**config.mk**
```make
export PLATFORM = sky130hd
export DESIGN_NAME = updown_count_sequencer
export DESIGN_NICKNAME = d
export VERILOG_FILES = /design/src/rtl/updown_seq_pkg.sv /design/src/rtl/updown_step_unit.sv /design/src/rtl/updown_count_sequencer.sv
export SDC_FILE = /design/constraint.sdc
export NUM_CORES = 1
export LEC_CHECK = 0
export CORE_MARGIN = 3
export CORE_UTILIZATION = 30
export DETAILED_ROUTE_END_ITERATION = 12
export GPL_TIMING_DRIVEN = 0
export SETUP_SLACK_MARGIN = 0.02
export SLEW_MARGIN = 15
export SYNTH_ARGS = -nofsm -noshare
export SYNTH_HDL_FRONTEND = slang
export SYNTH_SLANG_ARGS = --single-unit
```
**constraint.sdc**
```tcl
create_clock -name clk -period 3.6 [get_ports clk]
set_clock_uncertainty 0.1 [all_clocks]
set_input_delay 0.72 -clock clk [delete_from_list [all_inputs] [get_ports clk]]
set_output_delay 0.72 -clock clk [all_outputs]
set_load 0.01 [all_outputs]
```
**src/rtl/updown_seq_pkg.sv**
```systemverilog
// rtl/updown_seq_pkg.sv - shared types for the up/down count sequencer
package updown_seq_pkg;

    typedef enum logic [1:0] {
        MODE_UP_WRAP   = 2'd0,
        MODE_DOWN_WRAP = 2'd1,
        MODE_BOUNCE    = 2'd2
    } mode_t;

    localparam logic [1:0] MODE_RESERVED = 2'd3;

    typedef enum logic [1:0] {
        ST_IDLE  = 2'd0,
        ST_RUN   = 2'd1,
        ST_DWELL = 2'd2
    } state_t;

    typedef enum logic [1:0] {
        OP_HOLD = 2'd0,
        OP_LOAD = 2'd1,
        OP_INC  = 2'd2,
        OP_DEC  = 2'd3
    } step_op_t;

endpackage

```
**src/rtl/updown_step_unit.sv**
```systemverilog
// rtl/updown_step_unit.sv - count register with hold/load/increment/decrement control
module updown_step_unit
    import updown_seq_pkg::*;
#(
    parameter int WIDTH = 3
) (
    input  logic             clk,
    input  logic             rst,
    input  logic [1:0]       op,
    input  logic [WIDTH-1:0] load_val,
    output logic [WIDTH-1:0] count
);

    always_ff @(posedge clk) begin
        if (rst) begin
            count <= '0;
        end else begin
            case (op)
                OP_LOAD: count <= load_val;
                OP_INC:  count <= count + WIDTH'(1);
                OP_DEC:  count <= count - WIDTH'(1);
                default: count <= count;
            endcase
        end
    end

endmodule

```
**src/rtl/updown_count_sequencer.sv**
```systemverilog
// rtl/updown_count_sequencer.sv - bounded up/down counter controller with dwell and pass budget
module updown_count_sequencer
    import updown_seq_pkg::*;
#(
    parameter int WIDTH   = 3,
    parameter int DWELL_W = 4,
    parameter int PASS_W  = 8
) (
    input  logic               clk,
    input  logic               rst,
    input  logic               cfg_valid,
    output logic               cfg_ready,
    input  logic [WIDTH-1:0]   cfg_lo,
    input  logic [WIDTH-1:0]   cfg_hi,
    input  logic [1:0]         cfg_mode,
    input  logic [DWELL_W-1:0] cfg_dwell,
    input  logic [PASS_W-1:0]  cfg_passes,
    output logic               cfg_err,
    input  logic               start,
    input  logic               stop,
    output logic [WIDTH-1:0]   count,
    output logic               dir,
    output logic               busy,
    output logic               turn_pulse,
    output logic               done_pulse
);

    state_t             state, state_nx;
    mode_t              mode_r;
    logic [WIDTH-1:0]   lo_r, hi_r;
    logic [DWELL_W-1:0] dwell_r, dwell_cnt, dwell_nx;
    logic [PASS_W-1:0]  passes_r, pass_cnt, pass_nx, pass_inc;
    logic               dir_nx, turn_nx, done_nx, at_end, cfg_bad;
    step_op_t           op, leave_op;
    logic [WIDTH-1:0]   load_val, leave_val;
    logic               leave_dir;

    assign at_end   = dir ? (count == hi_r) : (count == lo_r);
    assign pass_inc = (&pass_cnt) ? pass_cnt : pass_cnt + PASS_W'(1);
    assign cfg_bad  = (cfg_lo > cfg_hi) || (cfg_mode == MODE_RESERVED);

    // Step taken when leaving an endpoint, either immediately or at the end of a dwell.
    always_comb begin
        leave_dir = dir;
        leave_op  = OP_LOAD;
        leave_val = lo_r;
        case (mode_r)
            MODE_UP_WRAP:   leave_val = lo_r;
            MODE_DOWN_WRAP: leave_val = hi_r;
            default: begin
                leave_dir = ~dir;
                leave_op  = (lo_r == hi_r) ? OP_HOLD : (dir ? OP_DEC : OP_INC);
            end
        endcase
    end

    always_comb begin
        state_nx = state;
        dir_nx   = dir;
        op       = OP_HOLD;
        load_val = lo_r;
        pass_nx  = pass_cnt;
        dwell_nx = dwell_cnt;
        turn_nx  = 1'b0;
        done_nx  = 1'b0;
        case (state)
            ST_IDLE: begin
                if (start && !stop) begin
                    state_nx = ST_RUN;
                    pass_nx  = '0;
                    op       = OP_LOAD;
                    if (mode_r == MODE_DOWN_WRAP) begin
                        load_val = hi_r;
                        dir_nx   = 1'b0;
                    end else begin
                        load_val = lo_r;
                        dir_nx   = 1'b1;
                    end
                end
            end
            ST_RUN: begin
                if (stop) begin
                    state_nx = ST_IDLE;
                end else if (at_end) begin
                    turn_nx = 1'b1;
                    pass_nx = pass_inc;
                    if (passes_r != '0 && pass_inc == passes_r) begin
                        state_nx = ST_IDLE;
                        done_nx  = 1'b1;
                    end else if (dwell_r != '0) begin
                        state_nx = ST_DWELL;
                        dwell_nx = dwell_r - DWELL_W'(1);
                    end else begin
                        dir_nx   = leave_dir;
                        op       = leave_op;
                        load_val = leave_val;
                    end
                end else begin
                    op = dir ? OP_INC : OP_DEC;
                end
            end
            ST_DWELL: begin
                if (stop) begin
                    state_nx = ST_IDLE;
                end else if (dwell_cnt == '0) begin
                    state_nx = ST_RUN;
                    dir_nx   = leave_dir;
                    op       = leave_op;
                    load_val = leave_val;
                end else begin
                    dwell_nx = dwell_cnt - DWELL_W'(1);
                end
            end
            default: state_nx = ST_IDLE;
        endcase
    end

    always_ff @(posedge clk) begin
        if (rst) begin
            state      <= ST_IDLE;
            dir        <= 1'b1;
            busy       <= 1'b0;
            cfg_ready  <= 1'b1;
            cfg_err    <= 1'b0;
            turn_pulse <= 1'b0;
            done_pulse <= 1'b0;
            lo_r       <= '0;
            hi_r       <= '1;
            mode_r     <= MODE_BOUNCE;
            dwell_r    <= '0;
            passes_r   <= '0;
            pass_cnt   <= '0;
            dwell_cnt  <= '0;
        end else begin
            state      <= state_nx;
            dir        <= dir_nx;
            busy       <= (state_nx != ST_IDLE);
            cfg_ready  <= (state_nx == ST_IDLE);
            turn_pulse <= turn_nx;
            done_pulse <= done_nx;
            pass_cnt   <= pass_nx;
            dwell_cnt  <= dwell_nx;
            cfg_err    <= cfg_valid && cfg_ready && cfg_bad;
            if (cfg_valid && cfg_ready && !cfg_bad) begin
                lo_r     <= cfg_lo;
                hi_r     <= cfg_hi;
                mode_r   <= mode_t'(cfg_mode);
                dwell_r  <= cfg_dwell;
                passes_r <= cfg_passes;
            end
        end
    end

    updown_step_unit #(.WIDTH(WIDTH)) u_step (
        .clk      (clk),
        .rst      (rst),
        .op       (op),
        .load_val (load_val),
        .count    (count)
    );

endmodule
```
==> flow_metrics.tcl <==
set metrics [dict create \
    rrSetupSlack_ns 0.07 \
    synth_cell_types 57 \
    fmax_ghz 0.283 \
    postSynthCellCount 338 \
    overflow 0 \
    drive_gt1_frac 0.167 \
    r2r-end "u_step.count[1]" \
    start_util 0.311 \
    dp_hpwl_mm 5.01 \
    synth_compound_area_frac 0.195 \
    yosys_warnings 0 \
    gp_congestion 0.878 \
    antenna_found_initial 0 \
    diodes 0 \
    vias_per_cell 5.29 \
    drt-initial-drc-count 165 \
    cp.arrival_ns 3.64 \
    cts_buffers 5 \
    start_kind "flop" \
    postCtsHoldBufs 0 \
    die_area_mm2 0.0103 \
    finalSetupViolCount 0 \
    synth_mux_area_frac 0.110 \
    syn-cell-area_mm2 0.00274 \
    clkTransAtPathRegs_ns 0.09 \
    power.leakage_nw 1.36 \
    fp.coreArea_mm2 0.00881 \
    routed_wirelength_mm 7.05 \
    area_growth_pct 29.8 \
    min_period_ns 3.53 \
    cap_violations 0 \
    place_ws_ns -0.376 \
    drc 0 \
    fin_cells 497 \
    synth_fp_nets 373 \
    synthAdderAreaFrac 0.0484 \
    grt_pass1_wl_mm 11.6 \
    pin_count 34 \
    drt-pass1-iter-count 5 \
    relSlewSlack 0.299 \
    synth-main-ff-cell "dfxtp_1" \
    setup_ws_ns 0.0711 \
    vdd_ir_drop_max_v 0.000199 \
    cts_sinks 43 \
    yosys.area_share.simple 0.213 \
    slew_violations 0 \
    crit_fanout 8 \
    cts_root_buf "clkbuf_8" \
    holdCritPathClass "reg2reg" \
    synthArstFlopShare 0 \
    worst_skew_pair.late_latency_ns 0.30 \
    io_buffers 31 \
    finalHoldViolations 0 \
    grtUsageTotal 0.138 \
    crit_required_ns 3.71 \
    synth_seq_cells 43 \
    htreeDepth 2 \
    fp.dieH_um 102 \
    tightest_slew_ns 1.05 \
    grt_max_degree 13 \
    ant_nets 0 \
    tritoncts "yes" \
    cp-end-kind "flop" \
    worstSetupPathType "reg2reg" \
    dp_cells 477 \
    rr_startpoint "pass_cnt[7]" \
    synthXorXnorAreaFrac 0.0475 \
    outcome "complete, no violations" \
    grt_pass1_vias 2402 \
    rsz0062_at_grt "true" \
    ys_seq_area_frac 0.314 \
    wl_per_cell_um 14.2 \
    mostFrequentLayoutCell "dfxtp_1" \
    num-fill-cells 893 \
    crit_path_start "pass_cnt[7]" \
    final_util 0.403 \
    synth_top_cell_by_area "dfxtp_1" \
    synth_top_family_by_area "simple AND/OR/NAND/NOR gates" \
    netlist.area_leader.share 0.314 \
    vias 2629 \
    synthTopCellsByArea "dfxtp_1 31%, mux2i_1 11%, nor2_1 4.7%" \
    p_per_area_mw_per_mm2 303 \
    cp-endpoint "u_step.count[1]" \
    layout_worst_path_cycle_share 0.980 \
    synth_edf_count 0 \
    cts_max_path_buffers 2 \
    synth.avg_cell_area_um2 8.10 \
    final_cell_mix "40 x dfxtp_1, 34 x nor2_1, 31 x nand2_1, 31 x clkdlybuf4s50_1, 29 x mux2i_1" \
    nets 425 \
    row_count 34 \
    rr_worst_depth 12 \
    fp.dieW_um 102 \
]
-- area by class of cell --
type / instances / area [um^2] / share of cell area
Clock buffer: 5 / 68.8 / 0.0194
Sequential cell: 43 / 872 / 0.246
Timing Repair Buffer: 47 / 445 / 0.125
Multi-Input combinational cell: 251 / 1810 / 0.509
Inverter: 21 / 78.8 / 0.0222
Clock inverter: 1 / 7.51 / 0.00211
Buffer: 21 / 135 / 0.0380
Tap cell: 108 / 135 / 0.0380
-- kinds of logic (layout without fill, tap and decap cells) --
group,after synthesis,after routing
compound gates,77,77
xor+xnor,14,14
fa+ha+maj,10,10
buf+inv,44,95
flops,43,43
mux,30,30
simple gates,120,120
-- power by group --
part / total, mW / internal [mW] / switching (mW)
Sequential: 0.523 / 0.497 / 0.0254
Combinational: 0.261 / 0.129 / 0.132
Clock: 0.292 / 0.129 / 0.163
Total: 1.08 / 0.755 / 0.321
-- cell usage after synthesis (2+ instances only) --
| cell type | count |
|---|---|
| nand2b_1 | 3 |
| buf_2 | 4 |
| o21ai_0 | 13 |
| dfxtp_1 | 43 |
| o211ai_1 | 2 |
| a221oi_1 | 2 |
| a221o_1 | 2 |
| o32ai_1 | 3 |
| buf_4 | 3 |
| ha_1 | 9 |
| buf_6 | 2 |
| nor4_1 | 3 |
| clkbuf_1 | 12 |
| a31oi_1 | 4 |
| a21o_1 | 2 |
| nor2_1 | 34 |
| a21oi_1 | 24 |
| or4_1 | 2 |
| a22oi_1 | 2 |
| inv_1 | 21 |
| buf_1 | 2 |
| nor2b_1 | 3 |
| a31o_2 | 2 |
| nand3_1 | 13 |
| xnor2_1 | 8 |
| xor2_1 | 5 |
| and3_1 | 2 |
| nand4b_1 | 2 |
| a211oi_1 | 7 |
| or3_1 | 4 |
| nor3_1 | 11 |
| mux2i_1 | 29 |
| or2_2 | 3 |
| o31ai_1 | 2 |
| nand2_1 | 32 |
| nand4_1 | 2 |
-- sequential cells by signal, indices dropped and copies added (netlist names) --
name and cells:
dir 1, dwell_cnt 4, state 2, busy 1, cfg_ready 1, mode_r 2, dwell_r 4, passes_r 8
hi_r 3, pass_cnt 8, done_pulse 1, u_step.count 3, turn_pulse 1, cfg_err 1, lo_r 3
-- critical path: stages, from the launching register on --
cell and delay [ns]:
dfxtp_1 0.34, buf_6 0.14, nand4_4 0.14, or2_4 0.27, mux2i_1 0.14, a221o_1 0.32
or4_4 0.54, buf_8 0.15, a222oi_1 0.22, buf_4 0.18, or3_4 0.11, fa_2 0.44
a2111oi_4 0.34
-- through the flow --
stage | setup TNS, ns | hold WS [ns] | cell area (um^2) | power (mW)
floorplan | 0 | 0.361 | 2780 | 0.692
global placement | -0.662 | 0.345 | 3220 | 0.768
detailed placement | -0.872 | 0.345 | 3220 | 0.772
CTS | 0 | 0.360 | 3370 | 1.08
global route | -0.165 | 0.393 | 3550 | 1.14
finish | 0 | 0.357 | 3550 | 1.08
-- what timing repair did --
action                                  CTS  global route
endpoints found under the setup margin    2             4
gates resized for setup                  13            18
cloned                                    0             2
buffers inserted                          2            12
pin swaps                                 2             9
-- per-layer routing --
| layer | routed length [um] | global-route usage | vias to the layer above |
|---|---|---|---|
| li1 | - | - | 1315 |
| met1 | 3420 | 0.196 | 1236 |
| met2 | 3240 | 0.218 | 72 |
| met3 | 301 | 0.0200 | 6 |
| met4 | 93 | 0.0399 | 0 |
| met5 | 0 | 0 | - |
-- worst min-delay path by stage --
stage                   start   endpoint  slack [ns]  cells after the start
finish              cfg_ready    cfg_err        0.36                      2
global route        cfg_ready    cfg_err        0.39                      2
CTS                 cfg_ready    cfg_err        0.36                      2
detailed placement  cfg_ready    cfg_err        0.34                      2
global placement    cfg_ready    cfg_err        0.35                      2
floorplan           mode_r[0]  mode_r[0]        0.36                      2
Power figures use the tool's default switching activity.
